===== src/rtl/fetch_prefetch_queue.sv =====
// Instruction prefetch queue: sequential word fetches over a req/ack
// handshake, buffered with their PCs in a DEPTH-entry FIFO. An execute-stage
// redirect flushes the FIFO and restarts fetching at the new target.
// Optional build macro FETCH_Q_BYPASS_EN: an ack arriving into an empty FIFO
// drives instr/instr_pc combinationally in the same cycle.
module fetch_prefetch_queue #(
  parameter int unsigned     DEPTH    = 4,
  parameter int unsigned     XLEN     = 32,
  parameter logic [XLEN-1:0] RESET_PC = '0
) (
  input  logic                    clk,
  input  logic                    reset,
  input  logic                    redirect,
  input  logic [XLEN-1:0]         redirect_pc,
  input  logic                    fetch_ready,
  output logic                    instr_valid,
  output logic [XLEN-1:0]         instr,
  output logic [XLEN-1:0]         instr_pc,
  output logic                    imem_req,
  output logic [XLEN-1:0]         imem_addr,
  input  logic                    imem_ack,
  input  logic [XLEN-1:0]         imem_rdata,
  output logic [$clog2(DEPTH):0]  occupancy
);

  localparam int unsigned AW = $clog2(DEPTH);
  localparam int unsigned CW = AW + 1;
  localparam logic [XLEN-1:0] NOP = XLEN'(32'h0000_0013);

  typedef enum logic [1:0] {S_IDLE, S_WAIT, S_DROP} state_t;

  typedef struct packed {
    logic [XLEN-1:0] word;
    logic [XLEN-1:0] pc;
  } entry_t;

  state_t          state, state_d;
  logic            req_d;
  logic [XLEN-1:0] addr_d;
  logic [XLEN-1:0] fetch_pc, fetch_pc_d;
  logic [XLEN-1:0] target;

  entry_t          mem [DEPTH];
  logic [AW-1:0]   rd_ptr, wr_ptr;
  logic [CW-1:0]   count, occ_after;
  logic            fifo_empty;
  logic            push, pop;
  logic            bypass, byp_take;
  logic            unused_pc_bits;

  // Low two bits of the redirect target are ignored (word-aligned fetch).
  assign unused_pc_bits = ^redirect_pc[1:0];
  assign target         = {redirect_pc[XLEN-1:2], 2'b00};
  assign fifo_empty     = (count == '0);
  assign occupancy      = count;
  assign pop            = !fifo_empty && fetch_ready && !redirect;
  assign byp_take       = bypass && fetch_ready;

  // Bypass qualifier: live ack into an empty FIFO, never in DROP or on redirect.
  always_comb begin
    bypass = 1'b0;
`ifdef FETCH_Q_BYPASS_EN
    bypass = (state == S_WAIT) && imem_ack && !redirect && fifo_empty;
`endif
  end

  // Head presentation: bypassed word, else FIFO head, else NOP.
  always_comb begin
    instr_valid = 1'b0;
    instr       = NOP;
    instr_pc    = '0;
    if (bypass) begin
      instr_valid = 1'b1;
      instr       = imem_rdata;
      instr_pc    = imem_addr;
    end else if (!fifo_empty) begin
      instr_valid = 1'b1;
      instr       = mem[rd_ptr].word;
      instr_pc    = mem[rd_ptr].pc;
    end
  end

  // Next-state and request logic; a request is only issued if its ack has a slot.
  always_comb begin
    state_d    = state;
    req_d      = imem_req;
    addr_d     = imem_addr;
    fetch_pc_d = fetch_pc;
    push       = 1'b0;
    occ_after  = count;
    case (state)
      S_IDLE: begin
        if (redirect) begin
          fetch_pc_d = target;
        end else if (count < CW'(DEPTH)) begin
          req_d   = 1'b1;
          addr_d  = fetch_pc;
          state_d = S_WAIT;
        end
      end
      S_WAIT: begin
        if (redirect) begin
          fetch_pc_d = target;
          if (imem_ack) begin
            req_d   = 1'b0;
            state_d = S_IDLE;
          end else begin
            state_d = S_DROP;
          end
        end else if (imem_ack) begin
          push       = !byp_take;
          fetch_pc_d = fetch_pc + XLEN'(4);
          occ_after  = count + CW'(push) - CW'(pop);
          if (occ_after < CW'(DEPTH)) begin
            addr_d = fetch_pc + XLEN'(4);
          end else begin
            req_d   = 1'b0;
            state_d = S_IDLE;
          end
        end
      end
      S_DROP: begin
        if (redirect) begin
          fetch_pc_d = target;
        end
        if (imem_ack) begin
          req_d   = 1'b0;
          state_d = S_IDLE;
        end
      end
      default: begin
        state_d = S_IDLE;
        req_d   = 1'b0;
      end
    endcase
  end

  // FSM state, request and fetch-PC registers.
  always_ff @(posedge clk or posedge reset) begin
    if (reset) begin
      state     <= S_IDLE;
      imem_req  <= 1'b0;
      imem_addr <= RESET_PC;
      fetch_pc  <= RESET_PC;
    end else begin
      state     <= state_d;
      imem_req  <= req_d;
      imem_addr <= addr_d;
      fetch_pc  <= fetch_pc_d;
    end
  end

  // FIFO pointers and count; redirect clears and voids any push/pop.
  always_ff @(posedge clk or posedge reset) begin
    if (reset) begin
      rd_ptr <= '0;
      wr_ptr <= '0;
      count  <= '0;
    end else if (redirect) begin
      rd_ptr <= '0;
      wr_ptr <= '0;
      count  <= '0;
    end else begin
      if (push) wr_ptr <= wr_ptr + AW'(1);
      if (pop)  rd_ptr <= rd_ptr + AW'(1);
      count <= count + CW'(push) - CW'(pop);
    end
  end

  // FIFO storage (no reset needed; validity tracked by count).
  always_ff @(posedge clk) begin
    if (push) mem[wr_ptr] <= '{word: imem_rdata, pc: imem_addr};
  end

endmodule


===== config.mk =====
export PLATFORM = sky130hd
export DESIGN_NAME = fetch_prefetch_queue
export DESIGN_NICKNAME = d
export VERILOG_FILES = /design/src/rtl/fetch_prefetch_queue.sv
export SDC_FILE = /design/constraint.sdc
export NUM_CORES = 1
export LEC_CHECK = 0
export ABC_CLOCK_PERIOD_IN_PS = 3000
export CORE_MARGIN = 10
export CORE_UTILIZATION = 50
export CTS_BUF_LIST = sky130_fd_sc_hd__clkbuf_16
export DETAILED_ROUTE_END_ITERATION = 12
export GPL_ROUTABILITY_DRIVEN = 0
export GPL_TIMING_DRIVEN = 0
export PLACE_DENSITY = 0.75
export SYNTH_ARGS = -nofsm -noshare
export SYNTH_HDL_FRONTEND = slang
export SYNTH_SLANG_ARGS = --single-unit

===== constraint.sdc =====
create_clock -name clk -period 3 [get_ports clk]
set_clock_uncertainty 0.1 [all_clocks]
set_input_delay 0.9 -clock clk [delete_from_list [all_inputs] [get_ports clk]]
set_output_delay 0.9 -clock clk [all_outputs]
set_load 0.1 [all_outputs]

# After elaboration in Yosys (flattened, before gate mapping)
# Memory sizes are Yosys's and may differ from the RTL's.
# Index checks and enable logic that the tools add are counted.
# word_totals
regBits,74
ram_bits,256
in_bits,69
output_inout_bits,101
wordCells,81
memories,1
# classes
addsub,7
magnitude_cmp,2
n_eq_ne,11
muxes,38
reduce_logical,15
# mem_list
memory,words,word_bits,read_ports,rd_clocked_by_memory_dff,wr,line_no,rtl
mem,4,64,1,0,1,43,entry_t mem [DEPTH];
# ops
cell,n
32-bit two-way mux,10
32-bit one-hot mux with 2 select lines,2
32-bit by 3-bit adder with 32-bit output (second input constant),1
2-bit two-way mux,11
1-bit two-way mux,12
2-bit != test (second input constant),6
2-bit nonzero test,4
3-bit less-than comparator (second input constant),2
3-bit != test (second input constant),2
2-bit one-hot mux with 3 select lines,1
6-bit AND reduction,1
3-bit by 1-bit subtractor with 3-bit output,2
5-bit AND reduction,1
2-bit by 1-bit adder with 2-bit output (second input constant),2
4-bit AND reduction,1
3-bit by 1-bit adder with 3-bit output,1
3-bit by 1-bit adder with 3-bit output (second input constant),1
3-bit zero test,1
3-bit two-way mux,1
1-bit one-hot mux with 3 select lines,1
3-bit AND reduction,1
2-bit by 1-bit equality test with 1-bit output (second input constant),1
2-bit equality test (second input constant),1
1-bit logical AND,2
4 further kinds,5

# Logic depth before layout (Yosys ltp)
# logic_depth
depth_word,10
depth_mapped,12
mapped_depth_nobuf,11

# Worst setup path after synthesis
# Ideal clock, no wire load.
# synth_path
kind,register -> output
from,"reg count[2], in the netlist occupancy[2]"
to,out instr_pc[22]
arrival_time_ps,3388
required_time_ps,2000
path_slack_ps,-1388
stages_incl_launch_ff,6
n_path_buf,2
path_cell_list,dfrtp_1 -> clkbuf_1 -> nor3_1 -> inv_1 -> clkbuf_1 -> and2_1
# synth_via
elab_chain_len,2
# synth_rtl
item,line_no,rtl
"start, declared",45,"logic [CW-1:0] count, occ_after;"
"start signal, assigned",166,count <= count + CW'(push) - CW'(pop);
3-bit zero test,54,assign fifo_empty = (count == '0);
32-bit two-way mux,76,end else if (!fifo_empty) begin
"end, declared",18,"output logic [XLEN-1:0] instr_pc,"
# No other way between the ends.

# Final worst setup path
# layout_path
from,reg rd_ptr[0]
to,out instr_pc[22]
# layout_via
elab_chain_len,2
# layout_rtl
item,line_no,rtl
"start, declared",44,"logic [AW-1:0] rd_ptr, wr_ptr;"
"start signal, assigned",165,if (pop) rd_ptr <= rd_ptr + AW'(1);
memory 4 x 64 bit,n/a,
32-bit two-way mux,76,
# No other way between the ends.

==> summary.md <==
| Metric | Value |
|---|---|
| Outcome | finished, violations left |
| Failing checks | negative setup slack |
| # nets final | 1194 |
| Worst setup SP type | flip-flop |
| Worst-Margin Slew | 1.08 ns |
| Vias/cell | 5.72 |
| RSZ-0062 raised after global routing | true |
| Number of global-route vias before repair | 8641 |
| Worst path arrival time | 2.14 ns |
| DRC errors left | 0 |
| TritonCTS buffer count | 34 |
| Distinct cells, synth | 51 |
| Final ANT Viol Nets | 0 |
| Initial Util | 0.505 |
| Initial antenna violation count | 0 |
| Setup slack after placement | -1.37 ns |
| GR Util All Layers | 0.187 |
| Sequential share of the synthesized area | 0.682 |
| Yosys warnings | 0 |
| Top FF cell, synth | edfxtp_1 |
| Inst Count DP | 1398 |
| DRT Pass-1 Iters | 5 |
| Overflow after GRT | 0 |
| Non-Filler Instances | 1483 |
| Iteration-0 DRC Markers | 890 |
| Ys async rst share | 0.220 |
| DP HPWL | 20500 microns |
| Critical path type | flip-flop to output port |
| FF+latch count, synth | 318 |
| Largest net degree at the start of global routing | 71 |
| Vias | 8490 |
| Site row count | 60 |
| I/O pin cnt | 170 |
| Layout cells sized above 1 | 0.285 |
| Slew HR | 0.281 |
| VDD IR max | 740 uV |
| Met3 Use GR | 0.0433 |
| Hold Path Class | flip-flop to flip-flop |
| Post-Syn Instances | 887 |
| Core Box Area | 0.0267 sq mm |
| CTS Buffer Depth | 3 |
| Max Clk Rate | 319 MHz |
| Power density over the cells | 1120 mW/mm^2 |
| Fin crit share | 1.05 |
| Worst skew pair latency | 0.50 ns |
| Clock sink count | 318 |
| Commonest non-fill, non-tap cell in the layout | edfxtp_1 |
| Required @ worst endpoint | 2.00 ns |
| Final hold violations | 0 |
| Setup Viol. Count Final | 62 |
| Total Wirelength | 32600 microns |
| Die Span Y | 184 microns |
| Met2 Track Usage GR | 0.310 |
| Drt wl/cell | 22.0 microns |
| Most frequent cells in the layout | edfxtp_1 (248), a21oi_1 (74), buf_12 (73) |
| I/O Buffers | 163 |
| H-Tree Depth | 2 |
| Clock transition at the registers of the reported paths | 0.06 ns |
| First-pass GRT wire length | 49400 microns |
| Die width | 184 microns |
| Layout Utilization | 0.676 |
| Synth Area per Inst | 15.2 sq um |
| Final worst setup slack | -0.137 ns |
| Fillers | 1827 |
| ANT cells | 0 |
| Final Max Tran Viols | 0 |
| TritonCTS clock tree | done |
| Crit. End Element | output port |
| Crit path max fanout | 5 |
| Global Route met1 Usage | 0.244 |
| Setup TNS after final layout | -5.80 ns |
| Power, Total | 20.3 mW |
| P_leak | 6.36 nW |
| Syn-to-layout area delta | 33.9% |
| Number of synthesized flops with an enable pin | 248 |
| Min cycle time layout | 3.14 ns |
| Die area | 0.0339 sq mm |
| Gr busiest metal | met2 |
| Mapped Area | 0.0135 sq mm |
| Hold buffers post-CTS | 0 |
| Root buf cell | clkbuf_16 |
| Max-cap violation count | 0 |
## stage by stage
step	cell area, sq um	hold slack (ns)
floorplan	13600	0.403
global placement	15700	0.423
detailed placement	15800	0.433
CTS	17600	0.441
finish	18100	0.439
global route	18100	0.474
## routing by layer
layer | vias up | routed length (microns) | share of wire
met3 | 55 | 2180 | 0.067
met5 | - | 0 | 0
met4 | 0 | 645 | 0.020
met2 | 341 | 16000 | 0.49
met1 | 4244 | 13800 | 0.42
li1 | 3850 | - | -
## worst paths after layout
kind	startpoint	cells after the start	endpoint	slack (ns)
max in group asynchronous	reset	2	rd_ptr[0]	1.29
hold reg to reg	fetch_pc[31]	1	fetch_pc[31]	0.44
hold / removal	fetch_pc[31]	1	fetch_pc[31]	0.44
setup / recovery	rd_ptr[0]	5	instr_pc[22]	-0.14
setup reg to reg	occupancy[2]	14	occupancy[2]	0.42
min in group asynchronous	reset	2	occupancy[2]	0.84
## cell type report
type	count	area [sq um]	area share
flip-flops and latches	318	9210	0.510
multi-input cells	496	4140	0.229
clock buffers	35	876	0.0485
well taps	341	427	0.0236
repair buffers	193	2710	0.150
plain buffers	60	507	0.0281
clock inverters	26	140	0.00776
inverters	14	58.8	0.00326
## logic make-up after synthesis
logic type,Yosys count,share of synthesized area
buf+inv,76,0.0251
flops,318,0.682
other cells,1,0.000278
mux,63,0.104
simple gates,254,0.100
fa+ha+maj,8,0.00798
xor+xnor,33,0.0214
compound gates,134,0.0585
## critical path, stage by stage (launching register included)
cell     delay (ns)
dfrtp_4        0.46
buf_12         0.16
buf_12         0.13
mux4_2         0.55
and2_4         0.17
buf_12         0.16
## cells in the mapped netlist (2+ instances only)
master	count	share of area
edfxtp_1	248	0.55
a21oi_1	74	0.027
dfrtp_1	70	0.13
nor2_1	67	0.019
and2_1	65	0.030
mux4_2	62	0.10
nand2_1	33	0.0092
clkbuf_1	30	0.0083
buf_2	25	0.0093
xnor2_1	25	0.016
nand3_1	19	0.0070
o21ai_0	19	0.0070
nor3_1	17	0.0063
inv_1	14	0.0039
o22ai_1	12	0.0056
nor4_1	11	0.0051
nand4_1	8	0.0037
xor2_1	8	0.0052
ha_1	7	0.0065
a211oi_1	6	0.0033
nor2b_1	6	0.0028
a2bb2oi_1	5	0.0032
and4_1	5	0.0032
a31oi_1	4	0.0019
buf_4	4	0.0022
or2_2	4	0.0019
or3_1	4	0.0019
nand2b_1	3	0.0014
o31ai_1	3	0.0017
a311oi_1	2	0.0013
and3_1	2	0.00093
buf_1	2	0.00056
nand4_2	2	0.0019
nor4b_1	2	0.0013
o22a_1	2	0.0013
or4_1	2	0.0011
## where the power goes
part,total [mW],internal [mW],switching [mW]
logic,10.6,3.90,6.68
registers,5.94,5.41,0.533
clock network,3.80,2.20,1.60
total,20.3,11.5,8.82
## sequential cells by signal (all words and copies together) (netlist names)
name	cells
imem_req	1
mem	248
imem_addr	30
state	2
rd_ptr	2
wr_ptr	2
occupancy	3
fetch_pc	30
## what timing repair did
| item | in CTS | in global routing |
|---|---|---|
| cloned | 3 | 5 |
| pin swaps | 6 | 32 |
| setup buffers | 15 | 3 |
| setup endpoints to repair | 100 | 64 |
| gates resized for setup | 631 | 109 |
Power figures use the tool's default switching activity.
